## src/rtl/uart_tx_arbiter_pkg.sv

```systemverilog
// ============================================================================
// Module : uart_tx_arbiter_pkg
// Brief  : Shared UART state encodings, data width default and pointer helper.
// Rev    : 1.0 - initial release
// ============================================================================
`default_nettype none

package uart_tx_arbiter_pkg;

   localparam int DBITS_DEF = 8;

   localparam logic [1:0] ST_IDLE   = 2'd0;
   localparam logic [1:0] ST_LAUNCH = 2'd1;
   localparam logic [1:0] ST_WAIT   = 2'd2;
   localparam logic [1:0] ST_HOLD   = 2'd3;

   typedef enum logic [1:0] {
      S_IDLE   = ST_IDLE,
      S_LAUNCH = ST_LAUNCH,
      S_WAIT   = ST_WAIT,
      S_HOLD   = ST_HOLD
   } arb_state_t;

   // Modular add for operands already below n; never yields an index >= n.
   function automatic int wrap_add(input int a, input int b, input int n);
      int s;
      s = a + b;
      return (s >= n) ? s - n : s;
   endfunction

endpackage

`default_nettype wire

```

## src/rtl/uart_tx_arbiter_rr_arbiter.sv

```systemverilog
// ============================================================================
// Module : uart_tx_arbiter_rr_arbiter
// Brief  : Combinational round-robin pick starting at ptr; one-hot + index.
// Rev    : 1.0 - initial release
// ============================================================================
`default_nettype none

module uart_tx_arbiter_rr_arbiter
   import uart_tx_arbiter_pkg::*;
#(
   parameter int NREQ = 4,
   parameter int IW   = 2
) (
   input  logic [NREQ-1:0] req,
   input  logic [IW-1:0]   ptr,
   output logic [NREQ-1:0] grant,
   output logic [IW-1:0]   idx,
   output logic            any
);

   always_comb begin
      grant = '0;
      idx   = '0;
      any   = 1'b0;
      for (int i = 0; i < NREQ; i++) begin
         if (!any && req[IW'(wrap_add(int'(ptr), i, NREQ))]) begin
            any = 1'b1;
            grant[IW'(wrap_add(int'(ptr), i, NREQ))] = 1'b1;
            idx = IW'(wrap_add(int'(ptr), i, NREQ));
         end
      end
   end

endmodule

`default_nettype wire

```

## src/rtl/uart_tx_arbiter.sv

```systemverilog
// ============================================================================
// Module : uart_tx_arbiter
// Brief  : Round-robin sharing of one UART transmitter with packet lock/timeout.
// Rev    : 1.0 - initial release
// ============================================================================
`default_nettype none

module uart_tx_arbiter
   import uart_tx_arbiter_pkg::*;
#(
   parameter int NREQ         = 4,
   parameter int DBITS        = DBITS_DEF,
   parameter int LOCK_TIMEOUT = 1_000_000
) (
   input  logic                    clk_100MHz,
   input  logic                    reset,
   input  logic [NREQ-1:0]         req_valid,
   input  logic [NREQ*DBITS-1:0]   req_data,
   input  logic [NREQ-1:0]         req_last,
   output logic [NREQ-1:0]         req_ready,
   output logic                    tx_start,
   output logic [DBITS-1:0]        tx_data,
   input  logic                    tx_done,
   output logic [$clog2(NREQ)-1:0] grant_id,
   output logic                    busy,
   output logic                    lock_timeout
);

   localparam int IW = $clog2(NREQ);
   localparam int CW = $clog2(LOCK_TIMEOUT + 1);

   arb_state_t      state;
   logic [IW-1:0]   rr_ptr;
   logic            locked;
   logic [CW-1:0]   cnt;

   logic [NREQ-1:0]  arb_grant;
   logic [IW-1:0]    arb_idx;
   logic             arb_any;
   logic             hold_xfer;
   logic [IW-1:0]    next_ptr;
   logic [IW-1:0]    cap_id;
   logic [DBITS-1:0] cap_data;
   logic             cap_last;

   uart_tx_arbiter_rr_arbiter #(
      .NREQ (NREQ),
      .IW   (IW)
   ) u_rr (
      .req   (req_valid),
      .ptr   (rr_ptr),
      .grant (arb_grant),
      .idx   (arb_idx),
      .any   (arb_any)
   );

   // In HOLD the locked owner is the only candidate; otherwise the RR winner.
   assign hold_xfer = (state == S_HOLD) && req_valid[grant_id];
   assign cap_id    = (state == S_HOLD) ? grant_id : arb_idx;
   assign cap_data  = req_data[int'(cap_id)*DBITS +: DBITS];
   assign cap_last  = req_last[cap_id];
   assign next_ptr  = IW'(wrap_add(int'(grant_id), 1, NREQ));

   always_comb begin
      req_ready = '0;
      if (!reset) begin
         if (state == S_IDLE) begin
            req_ready = arb_grant;
         end else if (state == S_HOLD) begin
            req_ready[grant_id] = req_valid[grant_id];
         end
      end
   end

   always_ff @(posedge clk_100MHz or posedge reset) begin
      if (reset) begin
         state        <= S_IDLE;
         rr_ptr       <= '0;
         grant_id     <= '0;
         locked       <= 1'b0;
         tx_data      <= '0;
         cnt          <= '0;
         tx_start     <= 1'b0;
         busy         <= 1'b0;
         lock_timeout <= 1'b0;
      end else begin
         tx_start     <= 1'b0;
         lock_timeout <= 1'b0;
         case (state)
            S_IDLE: begin
               if (arb_any) begin
                  tx_data  <= cap_data;
                  grant_id <= cap_id;
                  locked   <= ~cap_last;
                  tx_start <= 1'b1;
                  busy     <= 1'b1;
                  state    <= S_LAUNCH;
               end
            end
            S_LAUNCH: state <= S_WAIT;
            S_WAIT: begin
               if (tx_done) begin
                  if (locked) begin
                     cnt   <= '0;
                     state <= S_HOLD;
                  end else begin
                     rr_ptr <= next_ptr;
                     busy   <= 1'b0;
                     state  <= S_IDLE;
                  end
               end
            end
            S_HOLD: begin
               // A transfer on the last allowed cycle takes priority over the timeout.
               if (hold_xfer) begin
                  tx_data  <= cap_data;
                  locked   <= ~cap_last;
                  cnt      <= '0;
                  tx_start <= 1'b1;
                  state    <= S_LAUNCH;
               end else if (cnt == CW'(LOCK_TIMEOUT - 1)) begin
                  lock_timeout <= 1'b1;
                  locked       <= 1'b0;
                  rr_ptr       <= next_ptr;
                  busy         <= 1'b0;
                  state        <= S_IDLE;
               end else if (cnt != CW'(LOCK_TIMEOUT)) begin
                  cnt <= cnt + 1'b1;
               end
            end
            default: state <= S_IDLE;
         endcase
      end
   end

endmodule

`default_nettype wire

```

## config.mk

```make
export PLATFORM = sky130hd
export DESIGN_NAME = uart_tx_arbiter
export DESIGN_NICKNAME = d
export VERILOG_FILES = /design/src/rtl/uart_tx_arbiter_pkg.sv /design/src/rtl/uart_tx_arbiter_rr_arbiter.sv /design/src/rtl/uart_tx_arbiter.sv
export SDC_FILE = /design/constraint.sdc
export NUM_CORES = 1
export LEC_CHECK = 0
export ABC_AREA = 0
export CAP_MARGIN = 20
export CORE_UTILIZATION = 30
export DETAILED_ROUTE_END_ITERATION = 8
export PLACE_DENSITY = 0.61
export SETUP_SLACK_MARGIN = 0.15
export SKIP_LAST_GASP = 1
export SYNTH_ARGS = -nofsm -noshare
export SYNTH_HDL_FRONTEND = slang
export SYNTH_SLANG_ARGS = --single-unit
```

## constraint.sdc

```tcl
create_clock -name clk_100MHz -period 3.1 [get_ports clk_100MHz]
set_input_delay 0.465 -clock clk_100MHz [delete_from_list [all_inputs] [get_ports clk_100MHz]]
set_output_delay 0.465 -clock clk_100MHz [all_outputs]
set_load 0.01 [all_outputs]
```

==> flow_summary.rst <==
.. list-table::
   :header-rows: 1

   * - Metric
     - Value
   * - Run status
     - finished clean
   * - Signed area change from the synthesized netlist to the final layout
     - 35.6%
   * - CP Data Required Time
     - 2.63 ns
   * - Total Power
     - 3550 uW
   * - Main synth FF type
     - sky130_fd_sc_hd__dfrtp_1
   * - IR drop worst, VDD
     - 0.368 mV
   * - Via density
     - 4.92
   * - DRT Wirelength
     - 6.75 mm
   * - Total via count in the routed design
     - 2454
   * - Average instance area after synthesis
     - 10.0 um2
   * - Largest area contributor in the netlist
     - sky130_fd_sc_hd__dfrtp_1
   * - Number of top-level design ports
     - 60
   * - Flip-flop and latch count after synthesis
     - 38
   * - Hold/Removal Path Class
     - reg -> reg
   * - Relative max-transition margin
     - 0.522
   * - Transition time at the pin with the least slew margin
     - 0.717 ns
   * - Pin count of the biggest net entering global routing
     - 39
   * - Average wire per standard cell
     - 13.5 um
   * - Count of nets after finishing
     - 430
   * - Top cells by area in the synthesized netlist
     - sky130_fd_sc_hd__dfrtp_1 33%, sky130_fd_sc_hd__mux2i_1 11%, sky130_fd_sc_hd__ha_1 7.8%
   * - H-tree levels
     - 2
   * - Share of the clock period used by the worst path after layout
     - 0.953
   * - Total clock sinks
     - 38
   * - Insertion delay to the later sink of the worst-skew pair
     - 0.29 ns
   * - Half-perimeter wire length after placement
     - 5.20 mm
   * - Number of standard-cell rows in the floorplan
     - 35
   * - Portion of the post-synthesis area used by sequential elements
     - 0.328
   * - Starting Density
     - 0.311
   * - Yosys cell types
     - 59
   * - Arrival time of the worst setup path
     - 2.49 ns
   * - GRT Overall Usage
     - 0.141
   * - CTS buffer count
     - 5
   * - Post-route cell area
     - 0.00394 mm2
   * - CTS tree
     - done
   * - Number of global-route vias before repair
     - 2404
   * - Clock skew
     - 0.00548 ns
   * - Max-capacitance violation count
     - 0
   * - Proportion of layout cells with a drive suffix above 1
     - 0.214
   * - Full die area
     - 0.0101 mm2
   * - Type of the setup path with the least slack
     - reg -> out
   * - Initial antenna violation count
     - 0
   * - Maximum number of buffers from clock root to sink
     - 2
   * - Number of hold buffers added after cts
     - 0
   * - Antenna Nets Post-Route
     - 0
   * - Core Footprint
     - 0.00933 mm2
   * - Antenna fix cells
     - 0
   * - Routability Congestion
     - 0.806
   * - Clock transition time at the flip-flop clock pins of the worst setup and hold paths
     - 0.07 ns
   * - Crit path launch type
     - register
   * - Iteration count of the initial detailed-routing pass
     - 4
   * - Power density of the placed cells
     - 903 mW/mm2
   * - Fillcell total
     - 912
   * - Maximum clock rate
     - 339 MHz
   * - Final period demand of the worst path
     - 2.95 ns
   * - Syn Inst Count
     - 289
   * - Static Leakage
     - 0.00176 uW
   * - Horiz. Die Dim
     - 100 um
   * - Total setup violations reported at the end of the flow
     - 0
   * - Number of warning messages in the yosys log
     - 0
   * - Placed cell area
     - 0.00382 mm2
   * - Post-synth EDFFs
     - 0
   * - Area share of the largest cell type after synthesis
     - 0.328
   * - Unrepaired setup endpoints after global routing
     - true
   * - Residual overflow from global routing
     - 0
   * - Final count of pins violating max slew
     - 0
   * - Synth Cell Area
     - 0.00290 mm2
   * - Remaining DRCs
     - 0
   * - Vertical die dimension
     - 100 um
   * - Critical path capture point type
     - output port
   * - Final-report hold violation count
     - 0
   * - Net count of the mapped netlist
     - 350
   * - Number of buffers inserted by port buffering
     - 59
   * - Initial DRC count
     - 106
   * - First-pass GRT wire length
     - 11.3 mm
   * - Maximum fanout along the worst path
     - 5
   * - Async S/R FF share, synth
     - 1.00
   * - CTS Root Buffer Type
     - sky130_fd_sc_hd__clkbuf_8
   * - Post-Route Setup TNS
     - 0 ns
==> state kept, by name, summed over array words and instances, names as in the netlist <==
register      flops
cnt              20
locked            1
lock_timeout      1
grant_id          2
tx_data           8
tx_start          1
rr_ptr            2
state             2
busy              1
==> placed cells by master (no fill, tap or decap), drive strengths merged, types with 4 or more instances in the layout <==
master and count:
a21oi 12, and2 7, and3 6, buf 31, clkbuf 6, clkdlybuf4s50 51, dfrtp 38, ha 18
inv 11, mux2 14, mux2i 33, mux4 5, nand2 14, nand3 12, nand4 4, nor2 22
nor3 8, o21ai 6, xor2 15
==> worst max-delay path, stage by stage, from the launching register on <==
cell	delay, ns
sky130_fd_sc_hd__dfrtp_2	0.39
sky130_fd_sc_hd__inv_4	0.04
sky130_fd_sc_hd__ha_4	0.26
sky130_fd_sc_hd__mux4_2	0.58
sky130_fd_sc_hd__and2b_2	0.26
sky130_fd_sc_hd__a222oi_1	0.27
sky130_fd_sc_hd__and3_1	0.22
sky130_fd_sc_hd__nor3_2	0.04
sky130_fd_sc_hd__buf_2	0.14
==> per-layer routing <==
metal  global-route usage  vias up  wire length, um
li1                     -     1214                -
met4               0.0412        0               89
met2                0.222       80             2990
met1                0.191     1152             3280
met3               0.0376        8              388
met5                    0        -                0
==> metrics by stage <==
step                setup slack, ns  instances   util  hold slack [ns]
CTS                           0.145        498  0.419            0.512
finish                        0.146        499  0.422            0.507
global route                 0.0574        499  0.422            0.536
detailed placement           -0.251        490  0.409            0.496
global placement             -0.188        490  0.409            0.490
floorplan                     0.161        289      -            0.482
==> final timing paths <==
kind	startpoint	to	slack, ns	depth (start not counted)
min	tx_data[4]	tx_data[4]	0.51	1
max reg2reg	rr_ptr[0]	tx_data[5]	0.25	9
max in group asynchronous	reset	rr_ptr[0]	2.01	3
min reg2reg	tx_data[4]	tx_data[4]	0.51	1
max	rr_ptr[0]	req_ready[1]	0.15	8
min in group asynchronous	reset	lock_timeout	0.73	3
==> cell type report <==
| type | count | area, um2 | share of cell area |
|---|---|---|---|
| Inverter | 11 | 43.8 | 0.0111 |
| Clock inverter | 2 | 12.5 | 0.00318 |
| Clock buffer | 6 | 82.6 | 0.0210 |
| Multi-Input combinational cell | 227 | 1890 | 0.479 |
| Timing Repair Buffer | 86 | 796 | 0.202 |
| Sequential cell | 38 | 952 | 0.242 |
| Tap cell | 129 | 161 | 0.0410 |
==> synthesized netlist by cell type, types with 3 or more instances <==
| master | number |
|---|---|
| sky130_fd_sc_hd__dfrtp_1 | 38 |
| sky130_fd_sc_hd__mux2i_1 | 33 |
| sky130_fd_sc_hd__nor2_1 | 22 |
| sky130_fd_sc_hd__ha_1 | 18 |
| sky130_fd_sc_hd__xor2_1 | 15 |
| sky130_fd_sc_hd__nand2_1 | 14 |
| sky130_fd_sc_hd__mux2_2 | 13 |
| sky130_fd_sc_hd__a21oi_1 | 12 |
| sky130_fd_sc_hd__nand3_1 | 12 |
| sky130_fd_sc_hd__inv_1 | 11 |
| sky130_fd_sc_hd__nor3_1 | 7 |
| sky130_fd_sc_hd__and2_1 | 6 |
| sky130_fd_sc_hd__and3_1 | 6 |
| sky130_fd_sc_hd__o21ai_0 | 6 |
| sky130_fd_sc_hd__clkbuf_1 | 5 |
| sky130_fd_sc_hd__mux4_2 | 4 |
| sky130_fd_sc_hd__nand4_1 | 4 |
| sky130_fd_sc_hd__and4_1 | 3 |
| sky130_fd_sc_hd__buf_2 | 3 |
| sky130_fd_sc_hd__buf_6 | 3 |
| sky130_fd_sc_hd__nand2b_1 | 3 |
| sky130_fd_sc_hd__nand3b_1 | 3 |
| sky130_fd_sc_hd__nor2b_1 | 3 |
| sky130_fd_sc_hd__or2_2 | 3 |
==> cell families after synthesis <==
kind of cell	after synthesis	synth area share
AOI/OAI and AO/OA	43	0.110
xor gates and xnor gates	16	0.0483
adders and majority gates	18	0.0776
buffers and inverters	24	0.0427
DFF	38	0.328
muxes	52	0.209
and+or+nand+nor	98	0.184
==> repair_timing <==
action / 4_1_cts / 5_1_grt
endpoints found under the setup margin: 4 / 10
pin swaps: 5 / 7
resized for setup: 21 / 5
buffers inserted: 0 / 1
==> report_power, final <==
group	internal, uW	total (uW)	switching (uW)	leakage [uW]
sequential	628	732	104	0.000492
clock	179	355	176	0.0000472
combinational	1320	2470	1150	0.00122
total	2120	3550	1430	0.00176
No activity file was read; power rests on OpenSTA's default activity.
